`src/rtl/writeback_unit.sv`:
```
// Register-file write-port arbiter: ALU results win, long-latency results
// queue in an in-order FIFO, and a scoreboard tracks outstanding destinations.
module writeback_unit #(
  parameter int FIFO_DEPTH = 2
) (
  input  logic        clk,
  input  logic        rst,
  input  logic        alu_valid,
  input  logic [4:0]  alu_waddr,
  input  logic [31:0] alu_wdata,
  input  logic        ll_issue,
  input  logic [4:0]  ll_issue_rd,
  input  logic        ll_valid,
  output logic        ll_ready,
  input  logic [4:0]  ll_waddr,
  input  logic [31:0] ll_wdata,
  input  logic [4:0]  raddr1,
  input  logic [4:0]  raddr2,
  output logic        hazard1,
  output logic        hazard2,
  output logic        fwd1,
  output logic        fwd2,
  output logic [31:0] fwd_data1,
  output logic [31:0] fwd_data2,
  output logic        wren,
  output logic [4:0]  waddr,
  output logic [31:0] wdata,
  output logic        busy
);

  localparam int AW = $clog2(FIFO_DEPTH);

  logic [AW:0]   rd_ptr;
  logic [AW:0]   wr_ptr;
  logic [4:0]    fifo_addr [FIFO_DEPTH];
  logic [31:0]   fifo_data [FIFO_DEPTH];
  logic          src_ll;
  logic [31:0]   pending;

  logic          empty;
  logic          full;
  logic          alu_sel;
  logic          ll_acc;
  logic          pop;
  logic          direct;
  logic          push;

  logic          wren_d;
  logic [4:0]    waddr_d;
  logic [31:0]   wdata_d;
  logic          src_d;
  logic [31:0]   pending_d;

  assign empty   = (rd_ptr == wr_ptr);
  assign full    = (rd_ptr[AW] != wr_ptr[AW])
                && (rd_ptr[AW-1:0] == wr_ptr[AW-1:0]);
  assign ll_ready = ~full;
  assign ll_acc  = ll_valid & ~full;
  assign alu_sel = alu_valid & (alu_waddr != 5'd0);
  assign pop     = ~alu_sel & ~empty;
  // Bypass the FIFO only when it is empty, which keeps ll results in order.
  assign direct  = ~alu_sel & empty & ll_acc;
  assign push    = ll_acc & (ll_waddr != 5'd0) & ~direct;

  always_comb begin
    wren_d  = 1'b0;
    waddr_d = waddr;
    wdata_d = wdata;
    src_d   = 1'b0;
    unique case (1'b1)
      alu_sel: begin
        wren_d  = 1'b1;
        waddr_d = alu_waddr;
        wdata_d = alu_wdata;
      end
      pop: begin
        wren_d  = 1'b1;
        waddr_d = fifo_addr[rd_ptr[AW-1:0]];
        wdata_d = fifo_data[rd_ptr[AW-1:0]];
        src_d   = 1'b1;
      end
      direct: begin
        wren_d  = (ll_waddr != 5'd0);
        waddr_d = ll_waddr;
        wdata_d = ll_wdata;
        src_d   = 1'b1;
      end
      default: ;
    endcase
  end

  // Issue is applied after retirement so a same-cycle set wins.
  always_comb begin
    pending_d = pending;
    if (wren && src_ll)
      pending_d[waddr] = 1'b0;
    if (ll_issue && (ll_issue_rd != 5'd0))
      pending_d[ll_issue_rd] = 1'b1;
  end

  always_ff @(posedge clk or posedge rst) begin
    if (rst) begin
      wren    <= 1'b0;
      waddr   <= 5'd0;
      wdata   <= 32'd0;
      src_ll  <= 1'b0;
      rd_ptr  <= '0;
      wr_ptr  <= '0;
      pending <= 32'd0;
    end else begin
      wren    <= wren_d;
      waddr   <= waddr_d;
      wdata   <= wdata_d;
      src_ll  <= src_d;
      pending <= pending_d;
      if (pop)
        rd_ptr <= rd_ptr + {{AW{1'b0}}, 1'b1};
      if (push)
        wr_ptr <= wr_ptr + {{AW{1'b0}}, 1'b1};
    end
  end

  always_ff @(posedge clk) begin
    if (push) begin
      fifo_addr[wr_ptr[AW-1:0]] <= ll_waddr;
      fifo_data[wr_ptr[AW-1:0]] <= ll_wdata;
    end
  end

  assign hazard1   = pending[raddr1] & (raddr1 != 5'd0);
  assign hazard2   = pending[raddr2] & (raddr2 != 5'd0);
  assign fwd1      = wren & (waddr == raddr1) & (raddr1 != 5'd0);
  assign fwd2      = wren & (waddr == raddr2) & (raddr2 != 5'd0);
  assign fwd_data1 = wdata;
  assign fwd_data2 = wdata;
  assign busy      = ~empty | (|pending);

endmodule

```
`config.mk`:
```
export PLATFORM = sky130hd
export DESIGN_NAME = writeback_unit
export DESIGN_NICKNAME = d
export VERILOG_FILES = /design/src/rtl/writeback_unit.sv
export SDC_FILE = /design/constraint.sdc
export NUM_CORES = 1
export LEC_CHECK = 0
export CORE_MARGIN = 2
export CORE_UTILIZATION = 45
export CTS_BUF_LIST = sky130_fd_sc_hd__clkbuf_4 sky130_fd_sc_hd__clkbuf_8
export DETAILED_ROUTE_END_ITERATION = 8
export PLACE_DENSITY = 0.77
export SKIP_LAST_GASP = 1
export SLEW_MARGIN = 5
export SYNTH_ARGS = -nofsm -noshare
export SYNTH_HDL_FRONTEND = slang
export SYNTH_SLANG_ARGS = --single-unit
```
`constraint.sdc`:
```
create_clock -name clk -period 11.9 [get_ports clk]
set_input_delay 1.785 -clock clk [delete_from_list [all_inputs] [get_ports clk]]
set_output_delay 1.785 -clock clk [all_outputs]
set_load 0.01 [all_outputs]
```
==> results_dict.tcl <==
set metrics [dict create \
    period_share_pct 51.87 \
    cts_tree "built" \
    crit_path_end_kind "primary output" \
    setup_ws_ps 5728 \
    cts_sinks 149 \
    cellLeakagePower_nw 3.695 \
    portBuffers 201 \
    final_util_pct 57.93 \
    finClkSkew_ps 9.236 \
    hold_viol 0 \
    drive_gt1_share_pct 11.30 \
    netlist.area_leader.share_pct 28.21 \
    maxSlewHeadroom_pct 24.67 \
    core.rowCount 48 \
    clk_pin_slew_ps 80 \
    path_max_fanout 11 \
    initial_utilization_pct 45.86 \
    fmax_ghz 0.1620 \
    worst-setup-path-type "input port to primary output" \
    place_area_sq_um 9573 \
    overflow 0 \
    synth_edf_count 74 \
    fin_nets 905 \
    postCtsSetupRepairBufs 0 \
    clock_latency_ps 430 \
    antenna_found_initial 1 \
    post-place-ws_ps 5699 \
    startpoint_type "input port" \
    first_pass_iters 5 \
    synth_area_per_cell_sq_um 11.43 \
    dp_hpwl_mm 12.51 \
    grt_start_max_net_pins 79 \
    yosysTopAreaCell "edfxtp_1" \
    rsz0062_at_grt "no" \
    dr_wl_met2_mm 9.450 \
    reg2reg_slack_ps 8350 \
    die_y_microns 136.3 \
    final_cell_area_sq_um 9951 \
    synth_nets 783 \
    cap_violations 0 \
    drc 0 \
    vias_per_cell 5.527 \
    cts_buffers 17 \
    syn_to_final_growth_pct 26.34 \
    worst_slew_pin_slew_ps 1130 \
    ys_seq_area_share_pct 52.04 \
    top_layer_used "met4" \
    final_cell_mix "201 x clkdlybuf4s50_1, 127 x o21ai_0, 74 x edfxtp_1, 74 x dfrtp_1, 41 x inv_1" \
    power_density_nw_per_um2 258.3 \
    finalCriticalPeriod_ps 6172 \
    routed_wl_mm 18.95 \
    io_pins 202 \
    grt_pass1_wl_mm 30.03 \
    ys_warn_count 0 \
    synthTopCellsByArea "edfxtp_1 28%, dfrtp_1 24%, o21ai_0 8.1%" \
    outcome "finished, final reports clean" \
    vias 5798 \
    cts_buffer_depth 2 \
    gp_congestion 0.9549 \
    cts_resized 0 \
    setup_viol 0 \
    required_ps 10120 \
    post_drt_wl_per_cell_microns 18.07 \
    die_w_microns 136.3 \
    ctsHtreeMaxLevel 4 \
    async_flop_share_pct 50.34 \
    first_global_vias 5750 \
    met3_length_mm 1.487 \
    wl_met1_mm 7.729 \
    cts_root_buf "clkbuf_8" \
    die_area_sq_um 18580 \
    final_common_cell "clkdlybuf4s50_1" \
    irDropWorstVdd_mv 0.1753 \
    grt_usage_pct 21.03 \
    ys_ff_latch 149 \
    drv_slew 0 \
    tns_ps 0 \
    synth_cell_types 47 \
    yosys_most_used_dff "dfrtp_1" \
    synth_area_sq_um 7876 \
    holdWs_ps 563.7 \
    drtIter0Drc 467 \
    critical_path_arrival_ps 4390 \
    ctsHoldBuffers 0 \
    synthCells 689 \
    min_path_type "flip-flop to flip-flop" \
    ant_nets 0 \
    coreArea_sq_um 17180 \
]
-- metal layers --
layer  GRT usage (%)  vias to the layer above
met5               0                        -
li1                -                     2717
met4           6.308                        0
met1           26.27                     2803
met2           35.37                      250
met3           6.189                       28
-- layout make-up --
type                       instances  area, sq um
inverter                          43        162.7
clock buffer                      18        241.5
clock inverter                    13        133.9
sequential                       149         4100
tap                              225        281.5
antenna                            1        2.502
timing repair buffer             207         2057
multi-input combinational        393         2972
fill                            1463         7226
-- report_power, final --
part | switching [mW] | total (mW) | leakage [nW] | internal [mW]
Sequential | 0.188 | 0.950 | 1.51 | 0.762
Clock | 0.187 | 0.373 | 0.180 | 0.186
Combinational | 0.643 | 1.25 | 2.00 | 0.604
Total | 1.02 | 2.57 | 3.70 | 1.55
-- final timing paths --
kind / end / startpoint / cells past startpoint
max: hazard1 / raddr1[1] / 6
min: fwd_data1[31] / fwd_data1[31] / 2
max reg2reg: fifo_data[1][28] / rd_ptr[0] / 4
min reg2reg: fwd_data1[31] / fwd_data1[31] / 2
max in group asynchronous: rd_ptr[0] / rst / 3
min in group asynchronous: fwd_data1[3] / rst / 3
-- flip-flops by register name, summed over array words and instances (netlist names) --
signal / cells
fifo_data: 64
wr_ptr: 2
pending: 32
fifo_addr: 10
rd_ptr: 2
waddr: 5
src_ll: 1
fwd_data1: 32
wren: 1
-- cells in the mapped netlist (3+ instances only) --
cell type,n
a21oi_1,4
nand4_1,7
xor2_1,8
nand2_1,13
nor2_1,40
a221oi_2,27
nand3_1,11
clkbuf_1,21
inv_1,42
mux4_2,15
dfrtp_1,75
nor4_1,10
buf_2,8
nand2b_1,30
a221oi_1,7
buf_6,4
nand3b_1,5
o311ai_0,3
o21ai_0,127
edfxtp_1,74
mux2_2,3
a22oi_1,3
buf_4,71
o31ai_1,6
xnor2_1,9
mux2i_1,40
-- per-stage QoR --
step                total power, mW  std cells
floorplan                     1.751        689
detailed placement            2.210       1017
global placement              2.186       1017
global route                  2.736       1048
CTS                           2.593       1048
finish                        2.571       1049
-- critical path, stage by stage --
cell             delay (ps)
clkdlybuf4s50_1         890
mux4_2                  590
mux4_2                  490
nor2_1                  100
a21oi_1                  40
clkdlybuf4s50_1         480
-- cell families (layout without fill, tap and decap cells) --
family / Yosys count / count (layout) / synth area share, %
buffers and inverters: 147 / 281 / 10.90
other: 0 / 1 / 0
AOI/OAI and AO/OA: 188 / 188 / 16.68
xor gates and xnor gates: 17 / 17 / 1.890
muxes: 58 / 58 / 9.801
and+or+nand+nor: 130 / 130 / 8.690
DFF: 149 / 149 / 52.04
(Power assumes the default switching activity.)
